===== config.mk =====
export PLATFORM = sky130hd
export DESIGN_NAME = pulse_on_change
export DESIGN_NICKNAME = d
export VERILOG_FILES = /design/src/rtl/pulse_on_change.sv
export SDC_FILE = /design/constraint.sdc
export NUM_CORES = 1
export LEC_CHECK = 0
export CAP_MARGIN = 10
export CORE_MARGIN = 5
export CORE_UTILIZATION = 54
export CTS_BUF_LIST = sky130_fd_sc_hd__clkbuf_4
export DETAILED_ROUTE_END_ITERATION = 10
export DONT_BUFFER_PORTS = 1
export PLACE_DENSITY_LB_ADDON = 0.15
export REMOVE_ABC_BUFFERS = 1
export SLEW_MARGIN = 20
export SYNTH_ARGS = -nofsm -noshare
export SYNTH_HDL_FRONTEND = slang
export SYNTH_SLANG_ARGS = --single-unit

===== constraint.sdc =====
create_clock -name clk -period 2.18 [get_ports clk]
set_input_delay 0.436 -clock clk [delete_from_list [all_inputs] [get_ports clk]]
set_output_delay 0.436 -clock clk [all_outputs]
set_load 0.02 [all_outputs]

===== src/rtl/pulse_on_change.sv =====
// pulse_on_change: emits a one-clock pulse on x for every change of the
// asynchronous multi-bit input a.
//
// a is brought into the clk domain through a per-bit flop chain. The last
// stage is compared against its value from the previous cycle. Any bit
// difference produces a registered, glitch-free pulse.
//
// x is held low until the synchronizer has filled with real samples after
// reset. This prevents a spurious pulse from the reset value.
//
// Parameters:
//   WIDTH       - bit width of a (>= 1)
//   SYNC_STAGES - synchronizer flops per bit (>= 2)
//
// Ports:
//   clk - system clock; all state updates on its rising edge
//   rst - asynchronous active-low reset
//   a   - monitored value, asynchronous to clk
//   x   - change pulse, registered, active-high
module pulse_on_change #(
    parameter int unsigned WIDTH       = 8,
    parameter int unsigned SYNC_STAGES = 2
) (
    input  logic             clk,
    input  logic             rst,
    input  logic [WIDTH-1:0] a,
    output logic             x
);

    // The counter must hold 0..SYNC_STAGES, so it needs clog2(SYNC_STAGES+1) bits.
    localparam int unsigned     CntW   = $clog2(SYNC_STAGES + 1);
    localparam logic [CntW-1:0] CntMax = CntW'(SYNC_STAGES);

    logic [WIDTH-1:0] sync_q [SYNC_STAGES];
    logic [WIDTH-1:0] sync_w;
    logic [WIDTH-1:0] prev_q;
    logic [CntW-1:0]  cnt_q, cnt_d;
    logic             primed_q, primed_d;
    logic             x_q, x_d;

    // Synchronizer chain: stage 0 samples a, each later stage samples the one before it.
    always_ff @(posedge clk or negedge rst) begin
        if (!rst) begin
            for (int i = 0; i < SYNC_STAGES; i++) begin
                sync_q[i] <= '0;
            end
        end else begin
            sync_q[0] <= a;
            for (int i = 1; i < SYNC_STAGES; i++) begin
                sync_q[i] <= sync_q[i-1];
            end
        end
    end

    assign sync_w = sync_q[SYNC_STAGES-1];

    // Priming bookkeeping and change detection.
    always_comb begin
        cnt_d    = cnt_q;
        primed_d = primed_q;
        x_d      = 1'b0;

        if (!primed_q) begin
            // primed rises on edge SYNC_STAGES+1 after reset release. From the
            // edge after that onward, both sync and prev hold values sampled
            // from a rather than reset values.
            if (cnt_q == CntMax) begin
                primed_d = 1'b1;
            end else begin
                cnt_d = cnt_q + CntW'(1);
            end
        end else begin
            x_d = (sync_w != prev_q);
        end
    end

    always_ff @(posedge clk or negedge rst) begin
        if (!rst) begin
            prev_q   <= '0;
            cnt_q    <= '0;
            primed_q <= 1'b0;
            x_q      <= 1'b0;
        end else begin
            prev_q   <= sync_w;
            cnt_q    <= cnt_d;
            primed_q <= primed_d;
            x_q      <= x_d;
        end
    end

    assign x = x_q;

endmodule


* Word-level counts from Yosys, hierarchy flattened
Cells that the tools add are included.
** Word-level totals
- Bits in registers :: 28
- Bits in latches :: 0
- Memory bits (writable) :: 0
- Bits in read-only memories :: 0
- Bits of input ports :: 10
- Output and inout bits :: 1
- Memories kept :: 0
** Cells by class
- $add $sub $neg :: 1
- Multiply operators :: 0
- Divide/modulo/power cells :: 0
- $lt $le $gt $ge :: 0
- Equal/unequal tests :: 2
- Shift-type cells :: 0
- Mux-type cells :: 3
- Bitwise logic cells :: 2
- Reductions and logical operators :: 1
** Operators with widths (count)
- 8-bit != test :: 1
- 1-bit 2-to-1 mux :: 3
- 2-bit by 1-bit adder with 2-bit output, second input constant :: 1
- 2-bit equality test, second input constant :: 1
- 1-bit inverter :: 2
- 2-bit AND reduction :: 1

* Depth between registers and ports, before layout
Gate-level depths: netlist of the first run.
- Depth after elaboration :: 3
- Gate-level depth with buffers :: 6
- Mapped depth without buffers :: 5

* Least setup slack after synthesis of the first run
Ideal clock, no wire load.
- Path type :: reg-to-reg
- Start point :: reg cnt_q[0]
- End point :: reg cnt_q[0]
- Setup time :: 0.123 ns
- Data arrival time :: 0.994 ns
- Slack :: 1.064 ns
- Stages on the path, launching flop included :: 6
- Path buffers :: 1
- Path through :: dfrtp_1 inv_1 ha_1 or2_0 clkbuf_1 xnor2_1
** Between the ends
- Cells in the longest elaborated chain, start to end :: 3
- Elaborated cells on any way between the ends :: 4
** RTL lines
- from (decl) :: RTL line 37 : logic [CntW-1:0] cnt_q, cnt_d;
- from (signal assigned) :: RTL line 85 : cnt_q <= cnt_d;
- 2-bit equality test :: RTL line 67 : if (cnt_q == CntMax) begin
- 1-bit inverter (no source line)
- 2-bit AND reduction (no source line)
Parallel ways exist; a longest one is shown, timed or not.
A chain may end at the register's enable or synchronous reset.

* Worst setup path after layout of the first run
- Start point :: reg x_q (netlist: x)
- End point :: out x
** RTL lines
- from (decl) :: RTL line 39 : logic x_q, x_d;
- from (signal assigned) :: RTL line 82 : x_q <= 1'b0;
- from (signal assigned) :: RTL line 87 : x_q <= x_d;
- to (decl) :: RTL line 27 : output logic x
No word-level cell between the ends.

==> run_results.csv, run 1 <==
group,metric,value,unit
outcome,outcome,"complete, no violations",
sta,period_minus_slack,1.22,ns
placement,io_buffer_count,0,
sta,rsz0062_at_grt,"no",
placement,hpwl,715,um
critical_path,worst-r2r-cell-count,5,
synth,synth_cell_types,11,
route,dr.pass1.iters,1,
power,vdd_drop_max,0.561,mV
critical_path,crit_path_start_kind,"flop",
sta,fin_ws,0.958,ns
critical_path,required,1.74,ns
floorplanning,core_region_area,1490,um2
synth,synth_top_cell_by_area,"dfrtp_1",
route,initialDrtViolationCount,0,
power,p_leak,0.405,nW
sta,finClkSkew,0.00648,ns
sta,final.setup.tns,0,ns
sta,drv_slew,0,
sta,finalCritPeriodShare,56.0,%
global_route,grt_pass1_wl,1830,um
clock_tree,clockRootBuffer,"clkbuf_4",
power,power.density,865,nW/um2
synth,yosys_warnings,0,
route,totalWireLength,997,um
synth,seq_area_frac_synth,84.0,%
floorplanning,ioPinCount,11,
sta,worst_slew_pin_slew,0.249,ns
layout,areaGrowthSynthToFinish,8.70,%
power,total_power,785,uW
synth,synth_simple_gate_area_share,2.70,%
floorplanning,die_w,49.3,um
synth,synth_fa_ha_area_share,1.50,%
placement,place_inst,61,
job,max_cap_viol_count,0,
global_route,antenna_found_initial,0,
placement,place_congestion,0.617,
clock_tree,cts_max_path_buffers,2,
synth,ys.flop_type,"dfrtp_1",
synth,yosysTopAreaCellShare,84.0,%
route,ant_nets,0,
layout,antenna_cells,0,
route,wl_per_cell,14.9,um
synth,synth_edf_count,0,
synth,synth_common_cells,"dfrtp_1, xor2_1, nor4_1",
route,drc_errors,0,
synth,netlist_top_cells_area,"dfrtp_1, xor2_1, ha_1, nor4_1, xnor2_1",
worst_hold_path,whs_endpoint,"sync_q[15]",
worst_hold_path,hp-start,"a[7]",
synth,synth_xor_area_share,9.45,%
critical_path,worstPathArrival,0.79,ns
layout,multi_input_area,126,um2
synth,synth_top_family_by_area,"XOR/XNOR gates",
synth,synth_cells,46,
layout,regArea,701,um2
layout,finalNetCount,63,
synth,syn_area_per_cell,18.1,um2
synth,synthArstFlopShare,100,%
clock_tree,htree_levels,1,
critical_path,reg2reg_to,"cnt_q[1]",
floorplanning,start_util,56.1,%
clock_tree,clock-sinks,28,
route,route.vias.total,336,
critical_path,reg2reg_slack,1.01,ns
worst_hold_path,min_delay_path_depth,0,
floorplanning,die_area,2430,um2
synth,syn_area,835,um2
worst_hold_path,hold_class,"in2reg",
sta,slew_headroom,83.2,%
floorplanning,die_y,49.3,um
synth,muxShareOfSynthArea,0,%
global_route,grt_pass1_vias,416,
global_route,gr-usage-all-layers,10.1,%
clock_tree,cts_tree,"yes",
clock_tree,cts_setup_buffers,0,
clock_tree,worst_skew_pair.late_latency,0.32,ns
sta,setup_violations,0,
global_route,grt_max_degree,29,
floorplanning,row_count,14,
layout,n_fill_cell,115,
clock_tree,cts_buffers,3,
synth,ys_seq_elements,28,
global_route,grt.overflow.total,0,
sta,hold_violations,0,
placement,pre_cts_slack,1.02,ns
route,via_per_inst,5.01,
synth,synth_compound_area_share,1.50,%
critical_path,crit_type,"reg2out",
clock_tree,clk_pin_slew_worst_paths,0.14,ns
sta,fmax,819,MHz
critical_path,critical_path.endpoint_type,"output pin",
layout,fin_cells,67,
critical_path,r2r_start,"cnt_q[0]",
layout,drive_gt1_share,7.84,%
synth,synth_most_common_cell,"dfrtp_1",
critical_path,path_max_fanout,1,
[registers in the layout (all words and copies together), names as in the netlist]
signal	cells
prev_q	8
sync_q	8
sync_w	8
cnt_q	2
primed_q	1
x	1
[area by class of cell]
type	count	share of cell area (%)
Sequential cell	28	77.2
Tap cell	16	2.21
Multi-Input combinational cell	16	13.9
Clock inverter	1	0.414
Timing Repair Buffer	2	3.31
Inverter	1	0.414
Clock buffer	3	2.48
[metal layers]
layer / vias up / track usage, % / share of wire (%)
met4: 0 / 5.38 / 0
met1: 172 / 12.5 / 45
met5: - / 0 / 0
li1: 154 / - / -
met3: 0 / 4.59 / 5.2
met2: 10 / 14.8 / 50
[power breakdown]
part | total, mW | switching (mW) | internal [mW]
registers | 0.553 | 0.0112 | 0.542
logic | 0.0258 | 0.0142 | 0.0115
clock network | 0.206 | 0.139 | 0.0670
total | 0.785 | 0.165 | 0.620
[kinds of logic (layout without fill, tap and decap cells)]
| family | count (synthesis) | count (layout) |
|---|---|---|
| compound gates | 2 | 2 |
| xor+xnor | 9 | 9 |
| fa+ha+maj | 1 | 1 |
| buf+inv | 2 | 7 |
| flops | 28 | 28 |
| simple gates | 4 | 4 |
[stage by stage]
step / util, % / cell area, um2 / hold WS (ns)
after floorplan: - / 831 / 0.140
final: 60.9 / 907 / 0.125
after global placement: 57.1 / 851 / 0.141
after global routing: 60.9 / 907 / 0.0919
after detailed placement: 57.1 / 851 / 0.141
after CTS: 60.9 / 907 / 0.122
[cells in the final DEF, fill, tap and decap left out, types with 2 or more instances in the layout]
| cell type | instances |
|---|---|
| dfrtp_1 | 28 |
| xor2_1 | 8 |
| nor4_1 | 2 |
| clkbuf_4 | 3 |
[how the worst max path moves through the flow]
| stage | cells after the start | start | endpoint |
|---|---|---|---|
| finish | 0 | x | x |
| global route | 5 | cnt_q[0] | cnt_q[1] |
| CTS | 0 | x | x |
| detailed placement | 5 | cnt_q[0] | cnt_q[1] |
| global placement | 4 | cnt_q[0] | cnt_q[0] |
| floorplan | 4 | cnt_q[0] | cnt_q[0] |
[what timing repair did]
action,in CTS,in global routing
endpoints found under the hold margin,28,0
resized for setup,0,0
setup endpoints to repair,0,0
hold buffers,2,0
(Power assumes the default switching activity.)
==> inputs of run 2 (changes only) <==
- ABC_AREA: not set -> 1
- clock period: 2.18 -> 1 ns (I/O delays scaled with it)
==> run 2 against run 1 <==
- critical path depth is 4 higher
- flip-flop and latch count stayed put
- clock power is 100% higher
- largest power group unchanged
- highest routed layer is now met4
- global-route usage is 1.3 points higher
- the run now ends with negative setup slack left
- clock skew is 0.0039 ns lower
==> run_results.csv, run 2 <==
group,metric,value,unit
route,via_per_inst,4.60,
synth,syn_area,915,um2
synth,seq_area_frac_synth,76.6,%
sta,slew_headroom,87.5,%
route,drc_errors,0,
critical_path,slowest_delay,0.42,ns
synth,ys.flop_type,"dfrtp_1",
layout,utilization,70.7,%
synth,synthArstFlopShare,100,%
floorplanning,start_util,58.7,%
clock_tree,htree_levels,1,
sta,finalCritPeriodShare,100,%
critical_path,crit_path_start_kind,"flop",
synth,synth_most_common_cell,"dfrtp_1",
sta,fin_ws,-0.00166,ns
route,ant_nets,0,
clock_tree,clk_pin_slew_worst_paths,0.13,ns
global_route,grt_pass1_vias,515,
sta,worst_slew_pin_slew,0.187,ns
synth,syn_area_per_cell,11.3,um2
sta,drv_slew,0,
sta,hold_violations,0,
route,wl_per_cell,10.3,um
clock_tree,clock-sinks,28,
placement,io_buffer_count,0,
sta,holdWs,0.310,ns
outcome,outcome,"finished, violations left",
route,totalWireLength,1170,um
clock_tree,clockRootBuffer,"clkbuf_4",
floorplanning,row_count,14,
sta,setup_violations,1,
critical_path,r2r_start,"cnt_q[1]",
global_route,grt_pass1_wl,2160,um
job,max_cap_viol_count,0,
floorplanning,core_region_area,1560,um2
route,route.vias.total,520,
route,initialDrtViolationCount,7,
synth,synth_common_cells,"dfrtp_1, nand2_1, inv_1",
placement,pre_cts_slack,-0.0679,ns
synth,synth_cells,81,
critical_path,reg2reg_slack,-0.002,ns
layout,finalNetCount,110,
clock_tree,cts_max_path_buffers,2,
power,power.density,1560,nW/um2
clock_tree,cts_buffers,3,
global_route,gr-usage-all-layers,11.4,%
synth,netlist_top_cells_area,"dfrtp_1, nand2_1, inv_1, nor2_1, ha_1",
sta,period_minus_slack,1.00,ns
floorplanning,ioPinCount,11,
critical_path,crit_slowest_cell,"dfrtp_1",
power,total_power,1.72,mW
sta,fmax,998,MHz
critical_path,reg2reg_to,"primed_q",
critical_path,worstPathArrival,1.22,ns
layout,n_fill_cell,114,
synth,synth_edf_count,0,
sta,rsz0062_at_grt,"yes",
sta,finClkSkew,0.00258,ns
layout,areaGrowthSynthToFinish,20.5,%
layout,final_common_cell,"dfrtp_1",
outcome,violations,"negative setup slack",
placement,place_congestion,0.583,
critical_path,crit_buf_inv,2,
critical_path,cp_cell_sequence,"ha_2 -> nor2_4 -> inv_2 -> buf_4",
synth,yosys_warnings,0,
critical_path,path_max_fanout,3,
synth,synth_top_cell_by_area,"dfrtp_1",
synth,ys_seq_elements,28,
global_route,antenna_found_initial,0,
power,vdd_drop_max,1.00,mV
critical_path,worst-r2r-cell-count,4,
critical_path,crit_type,"reg2reg",
clock_tree,cts_tree,"yes",
worst_hold_path,hold_class,"in2async",
power,p_leak,0.579,nW
critical_path,critical_path.endpoint_type,"flop",
placement,hpwl,706,um
synth,yosysTopAreaCellShare,76.6,%
layout,drive_gt1_share,11.3,%
route,dr.pass1.iters,6,
critical_path,required,1.22,ns
critical_path,crit_family,"flip-flops",
global_route,grt.overflow.total,0,
global_route,grt_max_degree,29,
layout,antenna_cells,0,
floorplanning,die_area,2620,um2
layout,layout_common_cells,"dfrtp_1, nand2_1, inv_1",
floorplanning,die_y,51.2,um
clock_tree,worst_skew_pair.late_latency,0.30,ns
floorplanning,die_w,51.2,um
synth,synth_cell_types,7,
[run 2: worst register-to-register path, stage by stage (launching register included)]
cell     delay [ns]
dfrtp_1        0.42
ha_2           0.19
nor2_4         0.12
inv_2          0.06
buf_4          0.12
[run 2: cell type report]
cell class	count	area, um2	area share (%)
inverter	16	60.1	5.45
multi-input combinational	37	166	15.1
tap	16	20.0	1.82
sequential	28	701	63.6
timing repair buffer	13	133	12.0
clock buffer	3	22.5	2.04
[run 2: where the power goes]
part | internal [mW] | switching [mW] | total [mW] | leakage, nW
clock network | 0.140 | 0.275 | 0.415 | 0.0138
logic | 0.0502 | 0.0501 | 0.100 | 0.245
registers | 1.18 | 0.0246 | 1.21 | 0.320
[run 2: worst max path at each step]
stage / start / end / cells after the start
6_report: cnt_q[1] / primed_q / 4
5_1_grt: sync_w[5] / x / 6
4_1_cts: x / x / 0
3_5_place_dp: cnt_q[0] / cnt_q[1] / 6
3_3_place_gp: cnt_q[0] / cnt_q[1] / 6
2_1_floorplan: cnt_q[0] / cnt_q[1] / 6
[run 2: what timing repair did]
item,in CTS,in global routing
hold buffers,10,0
setup buffers,1,1
pin swaps,1,1
endpoints found under the setup margin,2,4
gates cloned,0,0
hold endpoints to repair,36,0
resized for setup,3,3
[run 2: per-stage QoR]
step | TNS [ns] | cells | instance area (um2)
global placement | -0.00706 | 98 | 942
CTS | 0 | 112 | 1090
detailed placement | -0.0679 | 98 | 942
floorplan | -0.00256 | 81 | 915
global route | -0.267 | 113 | 1100
finish | -0.00166 | 113 | 1100
[run 2: cell families after synthesis]
logic type / Yosys count / share of synthesized area [%]
adders and majority gates: 1 / 1.37
buffers and inverters: 16 / 6.57
xor gates and xnor gates: 1 / 0.958
AOI/OAI and AO/OA: 1 / 0.547
and+or+nand+nor: 34 / 14.0
DFF: 28 / 76.6
[run 2: layer usage]
| metal | vias to the layer above | track usage, % | share of wire [%] |
|---|---|---|---|
| met4 | 0 | 5.38 | 1.2 |
| met3 | 2 | 3.49 | 4.0 |
| li1 | 265 | - | - |
| met2 | 8 | 18.5 | 53 |
| met5 | - | 0 | 0 |
| met1 | 245 | 14.0 | 42 |
